--- src/rtl/word_access_sequencer_if.sv ---
// Bundles the request, response and byte-memory port of the word access
// sequencer. The slave modport is the sequencer's view. The master modport is
// the environment's view: the CPU load/store stage plus the byte memory.
interface word_access_sequencer_if;
    logic        req_valid;
    logic        req_ready;
    logic        req_wr;
    logic [1:0]  req_size;
    logic [31:0] req_addr;
    logic [31:0] req_wdata;

    logic        rsp_valid;
    logic        rsp_err;
    logic [31:0] rsp_rdata;

    logic        mem_enable;
    logic        mem_wr;
    logic [31:0] mem_addr;
    logic [7:0]  mem_wdata;
    logic [7:0]  mem_rdata;

    modport slave (
        input  req_valid, req_wr, req_size, req_addr, req_wdata, mem_rdata,
        output req_ready, rsp_valid, rsp_err, rsp_rdata,
        output mem_enable, mem_wr, mem_addr, mem_wdata
    );

    modport master (
        output req_valid, req_wr, req_size, req_addr, req_wdata, mem_rdata,
        input  req_ready, rsp_valid, rsp_err, rsp_rdata,
        input  mem_enable, mem_wr, mem_addr, mem_wdata
    );
endinterface

--- src/rtl/word_access_sequencer.sv ---
// Word access sequencer: takes one 8/16/32-bit load or store per request and
// performs it as one little-endian byte access per cycle on a byte-wide
// memory port. Alignment, size and range are checked when the request is
// accepted. A rejected request is answered without touching memory.
module word_access_sequencer #(
    parameter logic [31:0] MEMSIZE = 32'h400
) (
    input  logic                    clk,
    input  logic                    rst_n,
    word_access_sequencer_if.slave  bus
);

    typedef enum logic [1:0] {
        S_IDLE   = 2'd0,
        S_ACCESS = 2'd1,
        S_RESP   = 2'd2
    } state_t;

    state_t      state;
    state_t      state_nxt;

    logic [1:0]  k;          // index of the byte being transferred
    logic [1:0]  last_k;     // N-1 for the accepted request
    logic [31:0] base;
    logic [31:0] wdata;
    logic        wr;
    logic [31:0] rdata;
    logic        err;

    logic [1:0]  req_last;
    logic [32:0] req_end;
    logic        req_err;
    logic        accept;

    // Decode the incoming request: last byte index and the error conditions.
    // The end address is 33 bits wide so a request near 32'hFFFFFFFF cannot
    // wrap around into range.
    always_comb begin
        req_last = 2'd0;
        case (bus.req_size)
            2'b00:   req_last = 2'd0;
            2'b01:   req_last = 2'd1;
            2'b10:   req_last = 2'd3;
            default: req_last = 2'd0;
        endcase
        req_end = {1'b0, bus.req_addr} + {31'b0, req_last};
        req_err = (bus.req_size == 2'b11)
               || ((bus.req_size == 2'b01) && bus.req_addr[0])
               || ((bus.req_size == 2'b10) && (bus.req_addr[1:0] != 2'b00))
               || (req_end >= {1'b0, MEMSIZE});
    end

    assign accept = bus.req_valid && (state == S_IDLE);

    // State register; reset returns to IDLE immediately, which also drops
    // every memory strobe without waiting for a clock edge.
    always_ff @(posedge clk or negedge rst_n) begin
        if (!rst_n) begin
            state <= S_IDLE;
        end else begin
            state <= state_nxt;
        end
    end

    // Next state and all handshake/memory outputs; memory strobes are zero
    // outside ACCESS so the memory never sees a stray write.
    always_comb begin
        state_nxt      = state;
        bus.req_ready  = 1'b0;
        bus.rsp_valid  = 1'b0;
        bus.mem_enable = 1'b0;
        bus.mem_wr     = 1'b0;
        bus.mem_addr   = 32'h0;
        bus.mem_wdata  = 8'h0;
        case (state)
            S_IDLE: begin
                bus.req_ready = 1'b1;
                if (bus.req_valid) begin
                    state_nxt = req_err ? S_RESP : S_ACCESS;
                end
            end
            S_ACCESS: begin
                bus.mem_enable = 1'b1;
                bus.mem_wr     = wr;
                bus.mem_addr   = base + {30'b0, k};
                bus.mem_wdata  = wdata[{k, 3'b000} +: 8];
                if (k == last_k) begin
                    state_nxt = S_RESP;
                end
            end
            S_RESP: begin
                bus.rsp_valid = 1'b1;
                state_nxt     = S_IDLE;
            end
            default: begin
                state_nxt = S_IDLE;
            end
        endcase
    end

    // Request latch, byte counter and load-data assembly. Acceptance clears
    // the previous response so rsp_rdata is 0 for stores and errors.
    always_ff @(posedge clk or negedge rst_n) begin
        if (!rst_n) begin
            k      <= 2'd0;
            last_k <= 2'd0;
            base   <= 32'h0;
            wdata  <= 32'h0;
            wr     <= 1'b0;
            rdata  <= 32'h0;
            err    <= 1'b0;
        end else if (accept) begin
            k      <= 2'd0;
            last_k <= req_last;
            base   <= bus.req_addr;
            wdata  <= bus.req_wdata;
            wr     <= bus.req_wr;
            rdata  <= 32'h0;
            err    <= req_err;
        end else if (state == S_ACCESS) begin
            if (!wr) begin
                rdata[{k, 3'b000} +: 8] <= bus.mem_rdata;
            end
            k <= k + 2'd1;
        end
    end

    assign bus.rsp_err   = err;
    assign bus.rsp_rdata = rdata;

endmodule

--- src/flat_wrapper.sv ---
// flat-port wrapper written by rule: the top's interface ports become plain ports
module word_access_sequencer_flat 
#(
    parameter logic [31:0] MEMSIZE = 32'h400
)
  (clk, rst_n, bus_req_valid, bus_req_wr, bus_req_size, bus_req_addr, bus_req_wdata, bus_mem_rdata, bus_req_ready, bus_rsp_valid, bus_rsp_err, bus_rsp_rdata, bus_mem_enable, bus_mem_wr, bus_mem_addr, bus_mem_wdata);
  word_access_sequencer_if bus_i ();
  input  logic clk;
  input  logic rst_n;
  input wire logic [$bits(bus_i.req_valid)-1:0] bus_req_valid;
  input wire logic [$bits(bus_i.req_wr)-1:0] bus_req_wr;
  input wire logic [$bits(bus_i.req_size)-1:0] bus_req_size;
  input wire logic [$bits(bus_i.req_addr)-1:0] bus_req_addr;
  input wire logic [$bits(bus_i.req_wdata)-1:0] bus_req_wdata;
  input wire logic [$bits(bus_i.mem_rdata)-1:0] bus_mem_rdata;
  output wire logic [$bits(bus_i.req_ready)-1:0] bus_req_ready;
  output wire logic [$bits(bus_i.rsp_valid)-1:0] bus_rsp_valid;
  output wire logic [$bits(bus_i.rsp_err)-1:0] bus_rsp_err;
  output wire logic [$bits(bus_i.rsp_rdata)-1:0] bus_rsp_rdata;
  output wire logic [$bits(bus_i.mem_enable)-1:0] bus_mem_enable;
  output wire logic [$bits(bus_i.mem_wr)-1:0] bus_mem_wr;
  output wire logic [$bits(bus_i.mem_addr)-1:0] bus_mem_addr;
  output wire logic [$bits(bus_i.mem_wdata)-1:0] bus_mem_wdata;
  assign bus_i.req_valid = bus_req_valid;
  assign bus_i.req_wr = bus_req_wr;
  assign bus_i.req_size = bus_req_size;
  assign bus_i.req_addr = bus_req_addr;
  assign bus_i.req_wdata = bus_req_wdata;
  assign bus_i.mem_rdata = bus_mem_rdata;
  assign bus_req_ready = bus_i.req_ready;
  assign bus_rsp_valid = bus_i.rsp_valid;
  assign bus_rsp_err = bus_i.rsp_err;
  assign bus_rsp_rdata = bus_i.rsp_rdata;
  assign bus_mem_enable = bus_i.mem_enable;
  assign bus_mem_wr = bus_i.mem_wr;
  assign bus_mem_addr = bus_i.mem_addr;
  assign bus_mem_wdata = bus_i.mem_wdata;
  word_access_sequencer #(.MEMSIZE(MEMSIZE)) u_core (.clk(clk), .rst_n(rst_n), .bus(bus_i));
endmodule
--- config.mk ---
export PLATFORM = sky130hd
export DESIGN_NAME = word_access_sequencer_flat
export DESIGN_NICKNAME = d
export VERILOG_FILES = /design/src/rtl/word_access_sequencer_if.sv /design/src/rtl/word_access_sequencer.sv /design/src/flat_wrapper.sv
export SDC_FILE = /design/constraint.sdc
export NUM_CORES = 1
export LEC_CHECK = 0
export CAP_MARGIN = 0
export CORE_MARGIN = 4
export CORE_UTILIZATION = 54
export CTS_BUF_LIST = sky130_fd_sc_hd__clkbuf_8
export DETAILED_ROUTE_END_ITERATION = 8
export PLACE_DENSITY = 0.89
export REMOVE_ABC_BUFFERS = 1
export SLEW_MARGIN = 10
export SYNTH_ARGS = -nofsm -noshare
export SYNTH_HDL_FRONTEND = slang
export SYNTH_SLANG_ARGS = --single-unit
--- constraint.sdc ---
create_clock -name clk -period 6.92 [get_ports clk]
set_input_delay 1.73 -clock clk [delete_from_list [all_inputs] [get_ports clk]]
set_output_delay 1.73 -clock clk [all_outputs]
set_load 0.1 [all_outputs]
==> impl_summary.log <==
[metrics] overall via count from detail_route: 5338
[metrics] Area after DPL: 7300 um^2
[metrics] class of the tightest hold or removal check: flip-flop to flip-flop
[metrics] Initial Utilization: 55.5%
[metrics] adder-cell share of the synthesized area: 3.10%
[metrics] async set-reset flop share out of synthesis: 100%
[metrics] wire length of the first global-routing pass: 26600 um
[metrics] aggregate routed wire length: 16100 um
[metrics] fill cell count: 754
[metrics] final worst-path setup slack: 1150 ps
[metrics] post-DP HPWL: 12200 um
[metrics] final hold violation count: 0
[metrics] Min-Delay Path Depth: 2
[metrics] number of clock sinks: 104
[metrics] combined global-route utilization of all metal layers: 26.4%
[metrics] Final period util: 83.3%
[metrics] number of nets with antenna violations after routing: 0
[metrics] Sequential cell area: 2600 um^2
[metrics] final non-filler cell area: 7490 um^2
[metrics] Setup Viol. Count Final: 0
[metrics] clock root buffer: sky130_fd_sc_hd__clkbuf_8
[metrics] first-pass detailed-route iteration total: 5
[metrics] post-synth top area share: 45.4%
[metrics] synthesis warning total: 0
[metrics] most frequently used cell type in the post-synthesis netlist: sky130_fd_sc_hd__nand2_1
[metrics] pin count of the biggest net entering global routing: 73
[metrics] setup repair bufs after CTS: 0
[metrics] Final Skew: 7.90 ps
[metrics] peak fanout along the critical path: 14
[metrics] unrepaired setup endpoints after global routing: false
[metrics] status: finished, final reports clean
[metrics] Data arrival, critical path: 4040 ps
[metrics] worst vdd ir: 0.111 mV
[metrics] met2 track demand over resource: 41.9%
[metrics] die outline height: 111 um
[metrics] Clk Latency, worst-skew pair: 390 ps
[metrics] DRC violations left: 0
[metrics] antenna violations before repair: 1
[metrics] Critical Setup Path Class: flip-flop to primary output
[metrics] combinational family with the most area after synthesis: simple AND/OR/NAND/NOR gates
[metrics] type of element launching the critical path: flip-flop
[metrics] portion of netlist area occupied by mux cells: 3.53%
[metrics] Max Clock Freq: 0.173 GHz
[metrics] cells taking the most area after synthesis: sky130_fd_sc_hd__dfrtp_1 (45%), sky130_fd_sc_hd__nand2_1 (15%), sky130_fd_sc_hd__a22o_1 (3.7%)
[metrics] number of standard-cell rows in the floorplan: 37
[metrics] Power Dens Cells: 182 nW/um^2
[metrics] multi-input logic area: 2950 um^2
[metrics] final count of pins violating max slew: 0
[metrics] Resized cells post-CTS: 0
[metrics] Synth Area per Inst: 8.86 um^2
[metrics] Worst-Margin Slew: 988 ps
[metrics] critical path capture point type: primary output
[metrics] diode insertion count for antenna repair: 0
[metrics] number of standard cells after synthesis: 647
[metrics] number of buffers inserted by hold repair at cts: 0
[metrics] number of H-tree levels: 3
[metrics] wire length per cell after detailed routing: 17.3 um
[metrics] worst-case clock buffer depth: 2
[metrics] proportion of synthesized chip area in sequential cells: 45.4%
[metrics] leakage power total: 3.33 nW
[metrics] CTS Buf Count: 9
[metrics] Top FF cell, synth: sky130_fd_sc_hd__dfrtp_1
[metrics] Worst slew margin: 33.5%
[metrics] most crowded layer after global routing: met2
[metrics] hold slack final: 481 ps
[metrics] final layout net count: 880
[metrics] I/O pin cnt: 155
[metrics] met1 usage in global routing: 36.9%
[metrics] violation count after the first detailed-route iteration: 438
[metrics] Setup WS pre-CTS: 1550 ps
[metrics] chip width: 111 um
[metrics] max_cap viols: 0
[metrics] depth of the worst register-to-register path: 5
[metrics] number of global-route vias before repair: 5361
[metrics] area of the core region: 10300 um^2
[metrics] vias per cell: 5.74
[metrics] CTS tree: built
[metrics] ratio of cells with drive above 1 in the final layout: 7.56%
[metrics] top cells by count, synth: sky130_fd_sc_hd__nand2_1 (229), sky130_fd_sc_hd__dfrtp_1 (104), sky130_fd_sc_hd__nor2_1 (40)
[metrics] area growth from synthesis to final layout: 30.7%
[metrics] Final GP Congestion: 0.875
[metrics] clock-pin slew on the worst setup and hold paths: 100 ps
[metrics] overall die area: 12300 um^2
[metrics] number of enable-type register cells in the synthesized netlist: 0
[metrics] fraction of the mapped netlist area in simple logic gates: 30.6%
[metrics] cell accounting for the most synthesized area: sky130_fd_sc_hd__dfrtp_1
[metrics] post-synthesis compound-gate area fraction: 9.84%
[metrics] count of different cell masters after synthesis: 61
[metrics] total negative setup slack: 0 ps
[metrics] met3 Resource Use GR: 4.86%
[metrics] area of the mapped netlist: 5730 um^2
[metrics] FF+latch count, synth: 104
[metrics] xor-xnor portion of the synthesized cell area: 4.43%
[metrics] Worst EP required: 5190 ps
[metrics] final critical-path required period: 5770 ps
[metrics] # port buffers: 154
[metrics] leftover overflow at the end of global routing: 0
==> metal layers <==
metal	vias up	wire [um]
met2	224	7420
met1	2583	7110
met5	-	13
met3	36	1170
met4	2	372
li1	2493	-
==> layout by cell type (no fill, tap or decap), drive strengths merged, types with 3 or more instances in the layout <==
cell,n
nor4,7
or3,4
clkdlybuf4s50,141
nand4,15
and3,12
nor3b,3
a311oi,3
nor4b,5
or4,3
nor2b,3
nand3,16
xor2,16
clkinv,3
a21oi,11
and2,16
xnor2,13
ha,11
nor2,40
and4,4
buf,17
o21ai,20
o31a,3
inv,13
a22o,24
nor3,9
dfrtp,104
nand2,230
mux4,8
clkbuf,9
==> through the flow <==
| step | instances | utilization (%) | power (W) |
|---|---|---|---|
| 6_report | 930 | 72.6 | 0.00137 |
| 3_3_place_gp | 914 | 70.7 | 0.000991 |
| 4_1_cts | 930 | 72.6 | 0.00137 |
| 3_5_place_dp | 914 | 70.7 | 0.00100 |
| 5_1_grt | 930 | 72.6 | 0.00143 |
| 2_1_floorplan | 620 | - | 0.000874 |
==> area by class of cell <==
cell class | count | area share, %
Timing Repair Buffer | 158 | 20.5
Tap cell | 136 | 2.27
Clock inverter | 7 | 0.885
Inverter | 10 | 0.501
Sequential cell | 104 | 34.7
Multi-Input combinational cell | 506 | 39.4
Clock buffer | 9 | 1.65
==> flip-flops by register name, indices dropped and copies added (netlist names) <==
signal	count
u_core.base	32
u_core.bus.rsp_err	1
u_core.wdata	32
u_core.wr	1
u_core.k	2
u_core.bus.rsp_rdata	32
u_core.state	2
u_core.last_k	2
==> cell families after synthesis <==
logic type,after synthesis
and+or+nand+nor,375
DFF,104
AOI/OAI and AO/OA,79
buffers and inverters,37
xor gates and xnor gates,29
adders and majority gates,13
muxes,10
==> worst max-delay path, stage by stage (launching register included) <==
cell and delay, ps:
sky130_fd_sc_hd__dfrtp_1 630, sky130_fd_sc_hd__ha_1 400, sky130_fd_sc_hd__a21oi_1 100, sky130_fd_sc_hd__nor3_2 370, sky130_fd_sc_hd__nor3b_1 490, sky130_fd_sc_hd__and2_0 330, sky130_fd_sc_hd__xnor2_1 90, sky130_fd_sc_hd__nor2_1 90
sky130_fd_sc_hd__clkdlybuf4s50_1 1140
==> final timing paths <==
check	start	endpoint	slack (ps)
setup reg to reg	u_core.state[1]	u_core.bus.rsp_rdata[10]	4280
max in group asynchronous	rst_n	u_core.wdata[25]	4430
hold reg to reg	u_core.wdata[22]	u_core.wdata[22]	480
hold / removal	u_core.wdata[22]	u_core.wdata[22]	480
setup / recovery	u_core.k[1]	bus_mem_addr[23]	1150
min in group asynchronous	rst_n	u_core.bus.rsp_rdata[7]	1260
==> report_power, final <==
group	internal (W)	leakage [nW]	switching [W]
Combinational	0.000109	1.91	0.000171
Sequential	0.000665	1.33	0.0000483
Clock	0.000139	0.0949	0.000235
No activity file was read; power rests on OpenSTA's default activity.
